`src/rtl/cluster_chunk_sched.sv`:
```
// cluster_chunk_sched: ping-pong chunk loader/compute sequencer with per-tile unit drain; SCHED_PERF_CNT_EN adds perf counters.
// Compute starts 1 cycle after a bank fills; source ready drops while both banks are full; drain holds on out_ready_i.
module cluster_chunk_sched #(
  parameter int CU_NUM      = 8,
  parameter int WR_CYC      = 4,
  parameter int OUT_BUF_NUM = 2,
  parameter int CNT_W       = 16,
  localparam int WC_W = (WR_CYC > 1) ? $clog2(WR_CYC) : 1,
  localparam int CU_W = (CU_NUM > 1) ? $clog2(CU_NUM) : 1,
  localparam int AB_W = (OUT_BUF_NUM > 1) ? $clog2(OUT_BUF_NUM) : 1
) (
  input  logic              clk_i,
  input  logic              rst_i,
  input  logic              cfg_valid_i,
  output logic              cfg_ready_o,
  input  logic [CNT_W-1:0]  cfg_chunk_num_i,
  input  logic              ifm_src_valid_i,
  output logic              ifm_src_ready_o,
  input  logic              fil_src_valid_i,
  output logic              fil_src_ready_o,
  output logic              ifm_chunk_wr_valid_o,
  output logic              fil_chunk_wr_valid_o,
  output logic [WC_W-1:0]   ifm_chunk_wr_count_o,
  output logic [WC_W-1:0]   fil_chunk_wr_count_o,
  output logic              ifm_chunk_wr_sel_o,
  output logic              fil_chunk_wr_sel_o,
  output logic              ifm_chunk_rd_sel_o,
  output logic              fil_chunk_rd_sel_o,
  output logic [CU_NUM-1:0] fil_chunk_cu_wr_sel_o,
  output logic              run_valid_o,
  output logic              total_chunk_start_o,
  input  logic              total_chunk_end_i,
  output logic [AB_W-1:0]   acc_buf_sel_o,
  output logic [CU_W-1:0]   com_unit_out_buf_sel_o,
  output logic              out_valid_o,
  input  logic              out_ready_i,
  output logic              out_last_o,
  output logic              done_o,
  output logic [31:0]       perf_stall_cnt_o,
  output logic [31:0]       perf_busy_cnt_o
);

  typedef enum logic [1:0] {S_IDLE, S_RUN, S_DRAIN} top_st_t;
  typedef enum logic {C_IDLE, C_BUSY} cmp_st_t;

  top_st_t st, st_nxt;
  cmp_st_t cst, cst_nxt;

  logic [CNT_W-1:0] chunk_num, ld_cnt, cmp_cnt;
  logic [1:0]       full, full_set, full_clr;
  logic             wr_bank, rd_bank, fil_phase;
  logic [WC_W-1:0]  beat;
  logic [CU_W-1:0]  unit, drn;
  logic [AB_W-1:0]  acc;
  logic             cfg_hs, ld_en, ifm_hs, fil_hs, beat_last, unit_last, ld_done;
  logic             c_start, c_end, drn_hs, drn_last;

  assign cfg_hs    = (st == S_IDLE) && cfg_valid_i;
  assign ld_en     = (st == S_RUN) && (ld_cnt < chunk_num) && !full[wr_bank];
  assign ifm_hs    = ld_en && !fil_phase && ifm_src_valid_i;
  assign fil_hs    = ld_en && fil_phase && fil_src_valid_i;
  assign beat_last = (beat == WC_W'(WR_CYC - 1));
  assign unit_last = (unit == CU_W'(CU_NUM - 1));
  assign ld_done   = fil_hs && beat_last && unit_last;
  assign c_start   = (st == S_RUN) && (cst == C_IDLE) && full[rd_bank];
  // cst is still C_IDLE in the launch cycle, so an end there is ignored
  assign c_end     = (cst == C_BUSY) && total_chunk_end_i;
  assign drn_last  = (drn == CU_W'(CU_NUM - 1));
  assign drn_hs    = (st == S_DRAIN) && out_ready_i;
  assign full_set  = {ld_done && wr_bank, ld_done && !wr_bank};
  assign full_clr  = {c_end && rd_bank, c_end && !rd_bank};

  always_ff @(posedge clk_i) begin
    if (!rst_i) begin
      st  <= S_IDLE;
      cst <= C_IDLE;
    end else begin
      st  <= st_nxt;
      cst <= cst_nxt;
    end
  end

  always_comb begin
    st_nxt  = st;
    cst_nxt = cst;
    case (st)
      S_IDLE:  if (cfg_valid_i) st_nxt = S_RUN;
      S_RUN:   if (cmp_cnt == chunk_num) st_nxt = S_DRAIN;
      S_DRAIN: if (drn_hs && drn_last) st_nxt = S_IDLE;
      default: st_nxt = S_IDLE;
    endcase
    if (c_start) cst_nxt = C_BUSY;
    else if (c_end) cst_nxt = C_IDLE;
  end

  always_ff @(posedge clk_i) begin
    if (!rst_i) begin
      chunk_num <= '0;
      ld_cnt    <= '0;
      cmp_cnt   <= '0;
      full      <= '0;
      wr_bank   <= 1'b0;
      rd_bank   <= 1'b0;
      fil_phase <= 1'b0;
      beat      <= '0;
      unit      <= '0;
      drn       <= '0;
      acc       <= '0;
    end else begin
      if (cfg_hs) begin
        chunk_num <= (cfg_chunk_num_i == '0) ? CNT_W'(1) : cfg_chunk_num_i;
        ld_cnt    <= '0;
        cmp_cnt   <= '0;
        fil_phase <= 1'b0;
        beat      <= '0;
        unit      <= '0;
      end
      if (ifm_hs || fil_hs) beat <= beat_last ? '0 : beat + WC_W'(1);
      if (ifm_hs && beat_last) fil_phase <= 1'b1;
      if (fil_hs && beat_last) begin
        unit <= unit_last ? '0 : unit + CU_W'(1);
        if (unit_last) fil_phase <= 1'b0;
      end
      if (ld_done) begin
        wr_bank <= !wr_bank;
        ld_cnt  <= ld_cnt + CNT_W'(1);
      end
      if (c_end) begin
        rd_bank <= !rd_bank;
        cmp_cnt <= cmp_cnt + CNT_W'(1);
      end
      // set and clear always hit opposite banks, so both apply
      full <= (full | full_set) & ~full_clr;
      if (drn_hs) drn <= drn_last ? '0 : drn + CU_W'(1);
      if (drn_hs && drn_last)
        acc <= (acc == AB_W'(OUT_BUF_NUM - 1)) ? '0 : acc + AB_W'(1);
    end
  end

  always_comb begin
    cfg_ready_o            = (st == S_IDLE);
    ifm_src_ready_o        = ld_en && !fil_phase;
    fil_src_ready_o        = ld_en && fil_phase;
    ifm_chunk_wr_valid_o   = ifm_hs;
    fil_chunk_wr_valid_o   = fil_hs;
    ifm_chunk_wr_count_o   = fil_phase ? '0 : beat;
    fil_chunk_wr_count_o   = fil_phase ? beat : '0;
    ifm_chunk_wr_sel_o     = wr_bank;
    fil_chunk_wr_sel_o     = wr_bank;
    ifm_chunk_rd_sel_o     = rd_bank;
    fil_chunk_rd_sel_o     = rd_bank;
    fil_chunk_cu_wr_sel_o  = (ld_en && fil_phase) ? (CU_NUM'(1) << unit) : '0;
    run_valid_o            = c_start || (cst == C_BUSY);
    total_chunk_start_o    = c_start;
    acc_buf_sel_o          = acc;
    com_unit_out_buf_sel_o = drn;
    out_valid_o            = (st == S_DRAIN);
    out_last_o             = (st == S_DRAIN) && drn_last;
    done_o                 = drn_hs && drn_last;
  end

`ifdef SCHED_PERF_CNT_EN
  logic [31:0] busy_cnt, stall_cnt;
  logic        starve;

  // starved: running a tile with work left but nothing computing or launching
  assign starve = (st == S_RUN) && (cst == C_IDLE) && !c_start && (cmp_cnt < chunk_num);

  always_ff @(posedge clk_i) begin
    if (!rst_i || cfg_hs) begin
      busy_cnt  <= '0;
      stall_cnt <= '0;
    end else begin
      if (run_valid_o && (busy_cnt != '1)) busy_cnt <= busy_cnt + 32'd1;
      if (starve && (stall_cnt != '1)) stall_cnt <= stall_cnt + 32'd1;
    end
  end

  assign perf_busy_cnt_o  = busy_cnt;
  assign perf_stall_cnt_o = stall_cnt;
`else
  assign perf_busy_cnt_o  = '0;
  assign perf_stall_cnt_o = '0;
`endif

endmodule

```
`config.mk`:
```
export PLATFORM = sky130hd
export DESIGN_NAME = cluster_chunk_sched
export DESIGN_NICKNAME = d
export VERILOG_FILES = /design/src/rtl/cluster_chunk_sched.sv
export SDC_FILE = /design/constraint.sdc
export NUM_CORES = 1
export LEC_CHECK = 0
export BUFFER_PORTS_ARGS = -buffer_cell sky130_fd_sc_hd__buf_4
export CAP_MARGIN = 20
export CORE_AREA = 2 2 115 117
export CTS_BUF_LIST = sky130_fd_sc_hd__clkbuf_8
export DETAILED_ROUTE_END_ITERATION = 8
export DIE_AREA = 0 0 117 119
export PLACE_DENSITY = 0.67
export SYNTH_ARGS = -nofsm -noshare
export SYNTH_HDL_FRONTEND = slang
export SYNTH_SLANG_ARGS = --single-unit
```
`constraint.sdc`:
```
create_clock -name clk_i -period 3.65 [get_ports clk_i]
set_input_delay 0.9125 -clock clk_i [delete_from_list [all_inputs] [get_ports clk_i]]
set_output_delay 0.9125 -clock clk_i [all_outputs]
set_load 0.02 [all_outputs]
```
==> impl_results.md, run 1 <==
* Critical Path AT at 2.62 ns
* PortBufs at 52
* Layout cells sized above 1 at 14.2%
* Synth area leader: dfxtp_1
* GP Congestion at 0.864
* WL final at 9420 um
* WHS at 0.476 ns
* Final cell count without fillers at 759
* Remaining DRCs at 0
* Maximum vdd drop at 0.218 mV
* First-pass GRT wire length at 15600 um
* Vias in the first global route at 3247
* Max transition margin at 51.8%
* Total power at 0.00159 W
* Worst reg2reg path startpoint: chunk_num[15]
* Hold endpoint: st[0]
* FF+latch count, synth at 65
* Yosys synthesis warning count at 0
* Final Hold Fails at 0
* Hold-fix buffer count after cts at 0
* Worst EP required at 2.74 ns
* Leakage power at 2.26 nW
* Status: completed
* Placed Cells at 744
* Setup CP Type: register to primary output
* Nets at 628
* N_diodes at 0
* Vert. Die Dim at 119 um
* Clk sink count at 65
* Min cycle time layout at 3.53 ns
* Ys flop type: dfxtp_1
* Total number of vias at 3606
* Pin count of the biggest net entering global routing at 56
* Post-CTS sizing at 0
* Asr flop ratio synth at 0%
* Initial drt markers at 194
* Crit Path Max Fanout at 10
* Power Density at 332 mW/mm^2
* Hold_sp: st[1]
* Vias per cell at 4.75
* Cells on worst reg2reg path at 8
* Clock Path Buffers at 2
* Post-synth EDFFs at 0
* CTS root buf: clkbuf_8
* Grt ovf at 0
* FF-to-FF End: ld_cnt[4]
* Initial Util at 33.5%
* CTS tree: yes
* Max-cap violations at 0
* Register area share after synthesis at 30.2%
* H-tree level count at 3
* DR pass1 iterations at 4
* Core Region at 0.0129 sq mm
* Cells after synthesis at 536
* Final setup viols at 0
* R2R setup slack at 0.90 ns
* ANT nets after route at 0
* Tcrit/Tclk final at 96.7%
* Number of CTS-inserted buffers at 9
* I/O pin total at 117
* Setup ws final at 0.119 ns
* Worst-skew pair later-pin latency at 0.35 ns
* Avg Cell Area, Syn at 8.05 sq um
* Initial antenna violation count at 0
* Max Slew Vio Count at 0
* Slew @ Worst Pin at 0.723 ns
* Die area at 0.0139 sq mm
* GRT Util Overall at 14.0%
* HPWL Detailed at 7080 um
* Startpoint types: register
* Die W at 117 um
* Post-CTS Setup Bufs at 0
* WL/cell at 12.4 um
* Synthesized area at 0.00431 sq mm
* Synth cell types at 53
* Hold Path Depth at 1
* Area grow syn2layout at 11.3%
* Clock transition at path regs at 0.07 ns
* Share of the synthesized area in the top cell type at 30.2%
* Setup Skew at 0.00725 ns
* CP Capture Type: primary output
* Cell row count at 42
* Top cells by area, synth: dfxtp_1, buf_4, ha_1, nand2_1, a21boi_0
* Hold Crit Class: register to register
* Achievable Freq at 283 MHz
* Worst slack at placement at 0.413 ns
[critical path, cell delays in order (launching register included)]
cell     delay, ns
dfxtp_1       0.37
inv_1         0.06
ha_1          0.30
nand4_1       0.13
or3_1         0.38
or4_4         0.46
nand3_1       0.14
nor2_2        0.09
and3_1        0.18
buf_4         0.15
[synthesized netlist by cell type (16+ instances only)]
master / instances
nand2_1: 69
nand3_1: 17
ha_1: 26
dfxtp_1: 65
nor2_1: 19
and2_1: 18
a21oi_1: 26
xor2_1: 16
inv_1: 24
buf_4: 66
a21boi_0: 21
[sequential cells by signal, summed over array words and instances, names as in the netlist]
name / count
fil_chunk_wr_sel_o: 1
unit: 3
cst: 1
full: 2
chunk_num: 16
beat: 2
cmp_cnt: 16
fil_chunk_rd_sel_o: 1
fil_phase: 1
ld_cnt: 16
st: 2
com_unit_out_buf_sel_o: 3
acc_buf_sel_o: 1
[metrics by stage]
step	instance area, sq um	utilization [%]	TNS [ns]
2_1_floorplan	4550	-	0
3_3_place_gp	4590	35.6	0
3_5_place_dp	4590	35.6	0
4_1_cts	4780	37.2	0
5_1_grt	4800	37.3	-0.00240
6_report	4800	37.3	0
[worst max-delay path by stage]
stage / slack, ns / start / to
final: 0.12 / chunk_num[15] / fil_chunk_cu_wr_sel_o[4]
after global routing: -0.001 / chunk_num[9] / fil_chunk_cu_wr_sel_o[2]
after CTS: 0.04 / chunk_num[13] / fil_chunk_cu_wr_sel_o[6]
after detailed placement: 0.41 / chunk_num[13] / fil_chunk_cu_wr_sel_o[6]
after global placement: 0.49 / chunk_num[13] / fil_chunk_cu_wr_sel_o[5]
after floorplan: 0.32 / chunk_num[13] / fil_chunk_cu_wr_sel_o[0]
[cells by family after synthesis]
group           Yosys count  share of synthesized area [%]
flops                    65                           30.2
xor+xnor                 18                           3.66
fa+ha+maj                26                           7.54
buf+inv                 109                           15.7
mux                      10                           2.35
compound gates           98                           15.2
other cells               1                         0.0869
simple gates            209                           25.3
[layer usage]
metal  global-route usage, %  up-vias  wire [um]
li1                        -     1796          -
met5                       0        -          0
met2                    21.3      133       4210
met4                    5.29        0        167
met3                    3.21       14        700
met1                    19.3     1663       4340
[cell usage in the layout (no fill, tap or decap), types with 14 or more instances in the layout]
cell type | netlist | final
ha_1 | 26 | 26
o21ai_0 | 15 | 15
nor2_1 | 19 | 18
dfxtp_1 | 65 | 64
a21oi_1 | 26 | 26
a21o_1 | 14 | 14
nand3_1 | 17 | 17
a21boi_0 | 21 | 21
and2_1 | 18 | 18
nand2_1 | 69 | 69
inv_1 | 24 | 25
conb_1 | 1 | 64
and3_1 | 14 | 14
xor2_1 | 16 | 16
buf_4 | 66 | 54
[power breakdown]
group          total, W  switching (W)  internal, W
Combinational  0.000235       0.000160    0.0000744
Sequential     0.000744      0.0000181     0.000726
Clock          0.000616       0.000272     0.000344
[layout make-up]
type,instances,area (sq um)
clock buffer,11,151
tap,176,220
multi-input combinational,425,2590
timing repair buffer,54,405
fill,1341,8080
clock inverter,4,43.8
inverter,24,90.1
sequential,65,1300
No activity file was read; power rests on OpenSTA's default activity.
==> inputs of run 2 (changes only) <==
Settings changed: BUFFER_PORTS_ARGS -buffer_cell sky130_fd_sc_hd__buf_4 to not set, DONT_BUFFER_PORTS set to 1, PLACE_DENSITY 0.67 to 0.59.
==> run 2 against run 1 <==
  * Via count fell by 4.2%
  * Clock skew rose by 0.0032 ns
  * Global-route usage rose by 0.27 points
  * Largest cell class unchanged
  * Flip-flop and latch count did not move
  * Sequential power barely moved
  * Combinational power fell by 15%
  * Total power fell by 2.2%
  * First-iteration DRC count fell by 2.1%
  * Worst setup slack improved by 0.036 ns
  * Highest routed layer unchanged
  * Clock power barely moved
==> impl_results.md, run 2 (synthesis results as in run 1) <==
* Clk sink count at 65 (unchanged)
* WHS at 0.461 ns (-0.0149 ns)
* Achievable Freq at 286 MHz (+1.0%)
* Clock Path Buffers at 2 (unchanged)
* Reg area at 0.00130 sq mm (about the same)
* WL/cell at 13.6 um (+9.5%)
* Remaining DRCs at 0 (unchanged)
* Crit Path Max Fanout at 7 (-3)
* Cell row count at 42 (unchanged)
* Nets at 579 (-7.8%)
* N_diodes at 0 (unchanged)
* PortBufs at 0 (-100%)
* WL final at 9660 um (+2.5%)
* CTS tree: yes
* Worst reg2reg path startpoint: chunk_num[14]
* H-tree level count at 3 (unchanged)
* Hold_sp: st[1]
* Initial Util at 33.5% (unchanged)
* Core Region at 0.0129 sq mm (unchanged)
* Vias per cell at 4.86 (+2.2%)
* Critical Path Start: chunk_num[14]
* Max Slew Vio Count at 0 (unchanged)
* Most frequent cells in the layout: nand2_1, dfxtp_1, conb_1, a21oi_1, ha_1
* Tcrit/Tclk final at 95.7% (-0.99 points)
* Footprint of the multi-input gates at 0.00259 sq mm (about the same)
* I/O pin total at 117 (unchanged)
* GRT Util Overall at 14.3% (+0.27 points)
* CTS root buf: clkbuf_8
* Setup Skew at 0.0105 ns (+0.00320 ns)
* Final Hold Fails at 0 (unchanged)
* Most common cell after layout, fill and taps aside: nand2_1
* Power Density at 352 mW/mm^2 (+6.0%)
* Initial antenna violation count at 0 (unchanged)
* CP Capture Type: primary output
* Startpoint types: register
* Maximum vdd drop at 0.149 mV (-32%)
* Setup CP Type: register to primary output
* Cells along the critical path: inv_1 -> ha_1 -> nand4_1 -> or3_1 -> or4_4 -> nand3_2 -> buf_4 -> nor3b_1 -> buf_4
* Setup TNS at 0 ns (unchanged)
* Slew @ Worst Pin at 0.750 ns (+0.0270 ns)
* Worst-skew pair later-pin latency at 0.35 ns (about the same)
* Initial drt markers at 190 (-2.1%)
* Vert. Die Dim at 119 um (unchanged)
* HPWL Detailed at 7380 um (+4.2%)
* RSZ-0062 raised after global routing: false
* Crit path largest cell delay at 0.46 ns (about the same)
* Hold Crit Class: register to register
* Pin count of the biggest net entering global routing at 56 (unchanged)
* Fillers at 1361 (+1.5%)
* Total number of vias at 3453 (-4.2%)
* Largest registers: chunk_num x16, cmp_cnt x16, ld_cnt x16
* Layout cells sized above 1 at 6.73% (-7.5 points)
* Number of CTS-inserted buffers at 9 (unchanged)
* DR pass1 iterations at 4 (unchanged)
* CP most frequent cell: buf_4
* Max transition margin at 49.9% (-1.9 points)
* Die W at 117 um (unchanged)
* ANT nets after route at 0 (unchanged)
* GP Congestion at 0.856 (-0.96%)
* Status: completed
* Final setup viols at 0 (unchanged)
* Clock transition at path regs at 0.08 ns (about the same)
* Area grow syn2layout at 2.76%
* Critical Path AT at 2.58 ns (-0.04 ns)
* Slowest cell on the critical path: or4_4
* Vias in the first global route at 3181 (-2.0%)
* Min cycle time layout at 3.49 ns (-0.0362 ns)
* First-pass GRT wire length at 15500 um (-0.14%)
* Max-cap violations at 0 (unchanged)
* Grt ovf at 0 (unchanged)
* Leakage power at 2.00 nW (-11%)
* Worst EP required at 2.74 ns (about the same)
* Die area at 0.0139 sq mm (unchanged)
==> run 2: worst max-delay path, delay by kind of cell, from the launching register on <==
kind,cells,cell delay (ns)
flip-flops,1,0.39
adder cells (fa/ha/maj),1,0.29
AND/OR/NAND/NOR,5,1.19
buffers and inverters,3,0.38
==> run 2: path summary, 6_finish.rpt <==
kind	endpoint	slack, ns	depth (start not counted)
setup / recovery	ifm_chunk_wr_valid_o	0.16	9
hold / removal	st[0]	0.46	1
setup reg to reg	ld_cnt[4]	0.84	8
hold reg to reg	st[0]	0.46	1
==> run 2: cell type report <==
class / instances / share of cell area [%]
Multi-Input combinational cell: 425 / 58.4
Sequential cell: 65 / 29.4
Tap cell: 176 / 4.97
Clock buffer: 10 / 3.11
Inverter: 24 / 2.03
Clock inverter: 6 / 1.30
Timing Repair Buffer: 5 / 0.847
==> run 2: power by group <==
| part | switching [W] | internal [W] | total [W] |
|---|---|---|---|
| combinational | 0.000145 | 0.0000544 | 0.000199 |
| clock | 0.000288 | 0.000329 | 0.000617 |
| sequential | 0.0000182 | 0.000725 | 0.000743 |
==> run 2: metrics by stage <==
stage / power [W] / setup slack [ns] / std cells / util, % / instance area (sq um)
after floorplan: 0.000978 / 0.318 / 599 / - / 4550
after global placement: 0.000952 / 0.328 / 695 / 32.8 / 4220
after detailed placement: 0.000955 / 0.239 / 695 / 32.8 / 4220
after CTS: 0.00158 / 0.0309 / 711 / 34.3 / 4420
after global routing: 0.00164 / 0.00216 / 711 / 34.4 / 4430
final: 0.00156 / 0.156 / 711 / 34.4 / 4430
==> run 2: repair_timing <==
item | 4_1_cts | 5_1_grt
resized for setup | 1 | 3
hold buffers | 0 | 0
setup endpoints to repair | 9 | 10
setup buffers | 0 | 0
==> run 2: routing by layer <==
metal  vias up  part of all wire (%)  GRT usage, %
met2       127                    44          21.2
met1      1614                    46          19.2
met3        16                   7.5          4.12
met5         -                     0             0
met4         0                   1.8          6.18
li1       1696                     -             -
